**config.mk**
```make
export PLATFORM = sky130hd
export DESIGN_NAME = phy_rx_sp
export DESIGN_NICKNAME = d
export VERILOG_FILES = /design/src/rtl/phy_rx_sp_pkg.sv /design/src/rtl/phy_rx_sp_lane.sv /design/src/rtl/phy_rx_sp.sv
export SDC_FILE = /design/constraint.sdc
export NUM_CORES = 1
export LEC_CHECK = 0
export BUFFER_PORTS_ARGS = -buffer_cell sky130_fd_sc_hd__buf_2
export CORE_ASPECT_RATIO = 0.6
export CORE_MARGIN = 2
export CORE_UTILIZATION = 30
export CTS_CLUSTER_DIAMETER = 200
export CTS_CLUSTER_SIZE = 12
export DETAILED_ROUTE_END_ITERATION = 12
export HOLD_SLACK_MARGIN = 0.03
export PLACE_DENSITY = 0.57
export SLEW_MARGIN = 5
export SYNTH_ARGS = -nofsm -noshare
export SYNTH_HDL_FRONTEND = slang
export SYNTH_SLANG_ARGS = --single-unit
```
**constraint.sdc**
```tcl
create_clock -name clk_8f -period 2 [get_ports clk_8f]
set_clock_uncertainty 0.1 [all_clocks]
set_input_delay 0.4 -clock clk_8f [delete_from_list [all_inputs] [get_ports clk_8f]]
set_output_delay 0.4 -clock clk_8f [all_outputs]
set_load 0.05 [all_outputs]
```
**src/rtl/phy_rx_sp_pkg.sv**
```systemverilog
// Shared constants and lane FSM encoding for the PHY receive serial-to-parallel stage.
package phy_rx_sp_pkg;

  localparam logic [7:0] BC_SYM     = 8'hBC;
  localparam int         NUM_BC_DEF = 4;

  typedef enum logic [1:0] {
    BUSCANDO      = 2'd0,
    SINCRONIZANDO = 2'd1,
    ACTIVO        = 2'd2
  } lane_state_e;

endpackage

```
**src/rtl/phy_rx_sp_lane.sv**
```systemverilog
// One receive lane: comma hunt, alignment lock and byte delivery on the bit clock.
module sp_lane
  import phy_rx_sp_pkg::*;
#(
  parameter logic [7:0] BC     = BC_SYM,
  parameter int         NUM_BC = NUM_BC_DEF
) (
  input  logic       clk_8f,
  input  logic       reset,
  input  logic       ser,
  output logic [7:0] salida,
  output logic       validout,
  output logic       stb,
  output logic       active
);

  localparam int CW = $clog2(NUM_BC + 1);
  localparam logic [CW-1:0] BC_LAST = CW'(NUM_BC - 1);

  lane_state_e   state_q, state_d;
  logic [7:0]    sr_q, sr_d;
  logic [2:0]    bitcnt_q, bitcnt_d;
  logic [CW-1:0] bccnt_q, bccnt_d;
  logic [7:0]    salida_q, salida_d;
  logic          validout_q, validout_d;
  logic          stb_q, stb_d;

  logic [7:0]    nxt;
  logic          boundary;
  logic          is_bc;

  always_ff @(posedge clk_8f or negedge reset) begin
    if (!reset) begin
      state_q    <= BUSCANDO;
      sr_q       <= 8'h00;
      bitcnt_q   <= 3'd0;
      bccnt_q    <= '0;
      salida_q   <= 8'h00;
      validout_q <= 1'b0;
      stb_q      <= 1'b0;
    end else begin
      state_q    <= state_d;
      sr_q       <= sr_d;
      bitcnt_q   <= bitcnt_d;
      bccnt_q    <= bccnt_d;
      salida_q   <= salida_d;
      validout_q <= validout_d;
      stb_q      <= stb_d;
    end
  end

  // All decisions look at the word completed by the bit arriving on this edge.
  always_comb begin
    nxt        = {sr_q[6:0], ser};
    boundary   = (bitcnt_q == 3'd7);
    is_bc      = (nxt == BC);
    sr_d       = nxt;
    bitcnt_d   = bitcnt_q + 3'd1;
    bccnt_d    = bccnt_q;
    state_d    = state_q;
    salida_d   = salida_q;
    validout_d = validout_q;
    stb_d      = 1'b0;

    unique case (state_q)
      BUSCANDO: begin
        bitcnt_d = bitcnt_q;
        if (is_bc) begin
          bitcnt_d = 3'd0;
          bccnt_d  = CW'(1);
          state_d  = (NUM_BC <= 1) ? ACTIVO : SINCRONIZANDO;
        end
      end
      SINCRONIZANDO: begin
        if (boundary) begin
          if (is_bc) begin
            bccnt_d = bccnt_q + CW'(1);
            if (bccnt_q == BC_LAST) state_d = ACTIVO;
          end else begin
            bccnt_d = '0;
            state_d = BUSCANDO;
          end
        end
      end
      ACTIVO: begin
        if (boundary) begin
          if (!is_bc) begin
            salida_d   = nxt;
            validout_d = 1'b1;
            stb_d      = 1'b1;
          end else begin
            validout_d = 1'b0;
          end
        end
      end
      default: state_d = BUSCANDO;
    endcase
  end

  assign salida   = salida_q;
  assign validout = validout_q;
  assign stb      = stb_q;
  assign active   = (state_q == ACTIVO);

endmodule

```
**src/rtl/phy_rx_sp.sv**
```systemverilog
// Two independent receive lanes rebuilding bytes from the phy_tx serial outputs.
module phy_rx_sp
  import phy_rx_sp_pkg::*;
#(
  parameter logic [7:0] BC     = BC_SYM,
  parameter int         NUM_BC = NUM_BC_DEF
) (
  input  logic       clk_8f,
  input  logic       reset,
  input  logic       ser_lane_0,
  input  logic       ser_lane_1,
  output logic [7:0] salida_0,
  output logic       validout_0,
  output logic       stb_0,
  output logic       active_0,
  output logic [7:0] salida_1,
  output logic       validout_1,
  output logic       stb_1,
  output logic       active_1
);

  sp_lane #(.BC(BC), .NUM_BC(NUM_BC)) u_lane_0 (
    .clk_8f   (clk_8f),
    .reset    (reset),
    .ser      (ser_lane_0),
    .salida   (salida_0),
    .validout (validout_0),
    .stb      (stb_0),
    .active   (active_0)
  );

  sp_lane #(.BC(BC), .NUM_BC(NUM_BC)) u_lane_1 (
    .clk_8f   (clk_8f),
    .reset    (reset),
    .ser      (ser_lane_1),
    .salida   (salida_1),
    .validout (validout_1),
    .stb      (stb_1),
    .active   (active_1)
  );

endmodule

```
# == Word-level counts from Yosys, hierarchy flattened ==
# Index checks and enable logic that the tools add are counted.
# word_totals
in_bits,4
reg_bits,50
word_cells,78
out_inout_bits,22
# op_classes
n_addsub,4
n_eq_ne,16
mux,28
reduce_logical,12
n_bitwise,4
# ops
cell,count
$mux W3,10
$eq A8 B8 Y1 const B,2
$mux W2,8
$add A3 B1 Y3 const B,4
$pmux W2 S3,2
$pmux W3 S2,2
$reduce_and A3 Y1,4
$ne A2 B1 Y1 const B,4
$reduce_and A4 Y1,2
$eq A3 B2 Y1 const B,2
$eq A3 B3 Y1 const B,2
$mux W1,6
$ne A3 B3 Y1 const B,2
$eq A2 B1 Y1 const B,2
$eq A2 B2 Y1 const B,2
$logic_not A2 Y1,2
$not A1 Y1,4
$reduce_and A2 Y1,2
$reduce_bool A2 Y1,2

# == Depth between registers and ports, before layout ==
# depth
depth_word,5
depth_mapped,5
ltp_nobuf,5

# == Hierarchy ==
# Synthesis repeated with hierarchy kept, for this count alone.
# unflattened
hier_cells,158
area_unflattened_um2,2124.5
# modules_own_cells
module,area_each_um2,cells_per_inst,n_inst
sp_lane,1062.3,79,2

# == Least setup slack after synthesis ==
# OpenSTA, ideal clock, no wires.
# synth_timing
kind,register -> output
from,register u_lane_0.state_q[1]
to,output port active_0
slack_ns,0.168
arrival_ns,1.332
stages_incl_launch_ff,4
path_cell_list,dfrtp_1 -> clkbuf_1 -> inv_1 -> nor2_1
# synth_via
elab_chain_len,1
# synth_rtl
item,line_no,source
from (decl),phy_rx_sp_lane.sv:20,"lane_state_e state_q, state_d;"
from (signal assigned),phy_rx_sp_lane.sv:42,state_q <= state_d;
$eq A2 B2 Y1,phy_rx_sp_lane.sv:103,assign active = (state_q == ACTIVO);
to (decl),phy_rx_sp.sv:15,"output logic active_0,"
# Every way passes these cells.

# == Final worst setup path ==
# Ends and elaborated chain as after synthesis.

==> metrics.md <==
| Metric | Value |
|---|---|
| Result of the run | finished clean |
| Post-detailed-route DRC marker count | 0 |
| Count of buffers added by post-CTS timing repair for setup | 0 |
| Quantity of I/O buffers inserted on ports | 25 |
| Syn_area_per_cell | 12.9 um2 |
| Endpoint class of the critical path | primary output |
| Estimated wirelength of the detail-placed design | 2.62 mm |
| Power Dens Cells | 870 nW/um2 |
| Effective utilization at floorplan | 30.8% |
| Overall global routing resource usage | 10.7% |
| Type of the most critical hold path | in -> reg |
| Most area-hungry cell type in the Yosys netlist | sky130_fd_sc_hd__dfrtp_1 |
| Wire length of the first global-routing pass | 6.26 mm |
| Clock network latency to the later pin of the worst-skew pair | 0.29 ns |
| Total of fill cells in the finished design | 649 |
| Minimum clock period | 1.86 ns |
| CTS tree | yes |
| Number of max-cap violations | 0 |
| Number of unique standard cell types used by synthesis | 24 |
| Static leakage power | 1.12 nW |
| Power after layout | 2.16 mW |
| Tightest slew margin relative to the limit | 64.4% |
| Setup repair after global routing missed its margin | no |
| Post-synth top area share | 61.3% |
| Hold Slack | 0.142 ns |
| Kind of cell adding the most delay to the critical path | flip-flops |
| Register clock-pin slew on the reported worst setup and hold paths | 0.07 ns |
| Nets | 202 |
| Maximum number of pins on one net before global-route repair | 29 |
| Final count of negative-setup-slack endpoints | 0 |
| Synthesized netlist net count | 170 |
| H-tree depth | 2 |
| Floorplan die area | 7500 um2 |
| Vias in the first global route | 1208 |
| Register-to-register setup slack | 0.23 ns |
| Max frequency | 537 MHz |
| Number of search-and-repair iterations in the first detailed-routing pass | 4 |
| Vias per Instance | 4.74 |
| Count of yosys warnings during synthesis | 0 |
| Accumulated negative setup slack | 0 ns |
| Starting DRT DRC Count | 92 |
| Vias after detailed routing | 1317 |
| Final worst-path cycle share | 93.1% |
| Post-Synthesis Cell Area | 2040 um2 |
| Post-route antenna net violation count | 0 |
| Commonest non-fill, non-tap cell in the layout | sky130_fd_sc_hd__dfrtp_1 |
| Commonest cells after routing, fill and taps aside | 50 x sky130_fd_sc_hd__dfrtp_1, 25 x sky130_fd_sc_hd__buf_2, 16 x sky130_fd_sc_hd__mux2_2, 16 x sky130_fd_sc_hd__o21ai_0 |
| Height of the chip | 67.9 um |
| Count of cells resized by post-cts repair | 0 |
| Critical path startpoint category | register |
| Maximum root-to-sink buffer count | 2 |
| Root buffer selected by CTS | sky130_fd_sc_hd__clkbuf_16 |
| Synthesized instance count | 158 |
| Cell types occupying the most area after synthesis | sky130_fd_sc_hd__dfrtp_1 61%, sky130_fd_sc_hd__mux2_2 8.8%, sky130_fd_sc_hd__ha_1 4.9% |
| Final Hold Vio Count | 0 |
| WP data arrival | 1.36 ns |
| Sum of overflow across all layers after global routing | 0 |
| Critical path data required time | 1.50 ns |
| Number of antenna diodes | 0 |
| CP max stage delay | 0.52 ns |
| VDD IR-drop max | 292 uV |
| Count of standard-cell rows | 23 |
| Crit Path Max Fanout | 11 |
| Smallest setup slack after layout | 0.139 ns |
| Placement Setup Slack | 0.234 ns |
| Measured slew at the worst slew-check pin | 0.534 ns |
| Cell with the largest stage delay on the worst path | sky130_fd_sc_hd__dfrtp_1 |
| Share of cells above drive strength 1 | 34.6% |
| Buf/Inv on CP | 2 |
| Post-synthesis to final-layout area growth | 21.7% |
| Core footprint | 6620 um2 |
| List of cells traversed by the critical path | inv_1, nor2_1, buf_2 |
| Type of the worst setup path | reg -> out |
| Num Clock Sinks | 50 |
| Sequential area share after synthesis | 61.3% |
| Final-report max-slew violation count | 0 |
| Wire length per cell after detailed routing | 13.6 um |
| Yosys reg bits | 50 |
| Inserted Clock Buffers | 5 |
| Final wirelength | 3.78 mm |
| RePlAce Congestion | 0.802 |
| Number of antenna violations at the first check in global routing | 0 |
| DIE WIDTH | 110 um |
| Boundary Pins | 26 |
power by group:
group / leakage [nW] / internal, mW / switching (mW)
Combinational: 0.460 / 0.0342 / 0.0999
Sequential: 0.579 / 1.04 / 0.0182
Clock: 0.0842 / 0.593 / 0.374
Total: 1.12 / 1.67 / 0.492
layout make-up:
class | count | area [um2] | area share (%)
inverter | 6 | 22.5 | 0.907
clock inverter | 3 | 43.8 | 1.76
multi-input combinational | 94 | 731 | 29.4
timing repair buffer | 33 | 200 | 8.06
tap | 87 | 109 | 4.39
clock buffer | 5 | 125 | 5.04
sequential | 50 | 1250 | 50.4
path summary, 6_finish.rpt:
check | startpoint | end | depth (start not counted)
max | u_lane_0.state_q[1] | active_0 | 3
min | ser_lane_0 | u_lane_0.sr_q[0] | 1
max reg2reg | u_lane_0.bitcnt_q[0] | u_lane_0.salida[5] | 5
min reg2reg | u_lane_1.sr_q[0] | u_lane_1.sr_q[1] | 0
max in group asynchronous | reset | u_lane_1.stb | 3
min in group asynchronous | reset | u_lane_0.salida[5] | 2
Yosys cell counts, drive strengths merged:
master  instances
or2             2
nand4           6
inv             6
nand2           8
nand3b          4
mux2           16
a21o            2
and4bb          2
o21ai          16
o22ai           2
a31oi           4
nor2b           2
a21oi           4
o311ai          4
dfrtp          50
nor2            6
nor3b           2
and4b           2
ha              8
and2            2
and3b           2
clkbuf          8
metal layers:
metal,wire length [um],global-route usage [%],share of wire (%),vias up
li1,-,-,-,635
met1,2190,16.8,58,661
met2,1410,12.8,37,17
met3,134,3.63,3.5,4
met4,45,4.69,1.2,0
met5,0,0,0,-
sequential cells by signal, indices dropped and copies added (netlist names), 2 cells and up:
signal / flops
u_lane_0.bccnt_q: 3
u_lane_0.bitcnt_q: 3
u_lane_0.salida: 8
u_lane_0.sr_q: 7
u_lane_0.state_q: 2
u_lane_1.bccnt_q: 3
u_lane_1.bitcnt_q: 3
u_lane_1.salida: 8
u_lane_1.sr_q: 7
u_lane_1.state_q: 2
per-stage QoR:
| step | instances | utilization [%] | instance area (um2) |
|---|---|---|---|
| detailed placement | 269 | 34.8 | 2300 |
| global route | 278 | 37.5 | 2480 |
| global placement | 269 | 34.8 | 2300 |
| floorplan | 158 | - | 2040 |
| CTS | 278 | 37.5 | 2480 |
| finish | 278 | 37.5 | 2480 |
logic make-up after synthesis:
logic type                 after synthesis  share of synthesized area (%)
buffers and inverters                   14                           2.82
DFF                                     50                           61.3
adders and majority gates                8                           4.91
and+or+nand+nor                         38                           11.7
AOI/OAI and AO/OA                       32                           10.4
muxes                                   16                           8.83
worst reg2reg max path, stage by stage, from the launching register on:
cell and delay (ns):
sky130_fd_sc_hd__dfrtp_1 0.37, sky130_fd_sc_hd__ha_1 0.16, sky130_fd_sc_hd__ha_1 0.16, sky130_fd_sc_hd__nand3b_1 0.14, sky130_fd_sc_hd__a21oi_4 0.34, sky130_fd_sc_hd__mux2_2 0.38
repair_timing:
action | in CTS | in global routing
hold buffers | 1 | 0
hold endpoints to repair | 22 | 0
endpoints found under the setup margin | 0 | 0
No activity file was read; power rests on OpenSTA's default activity.
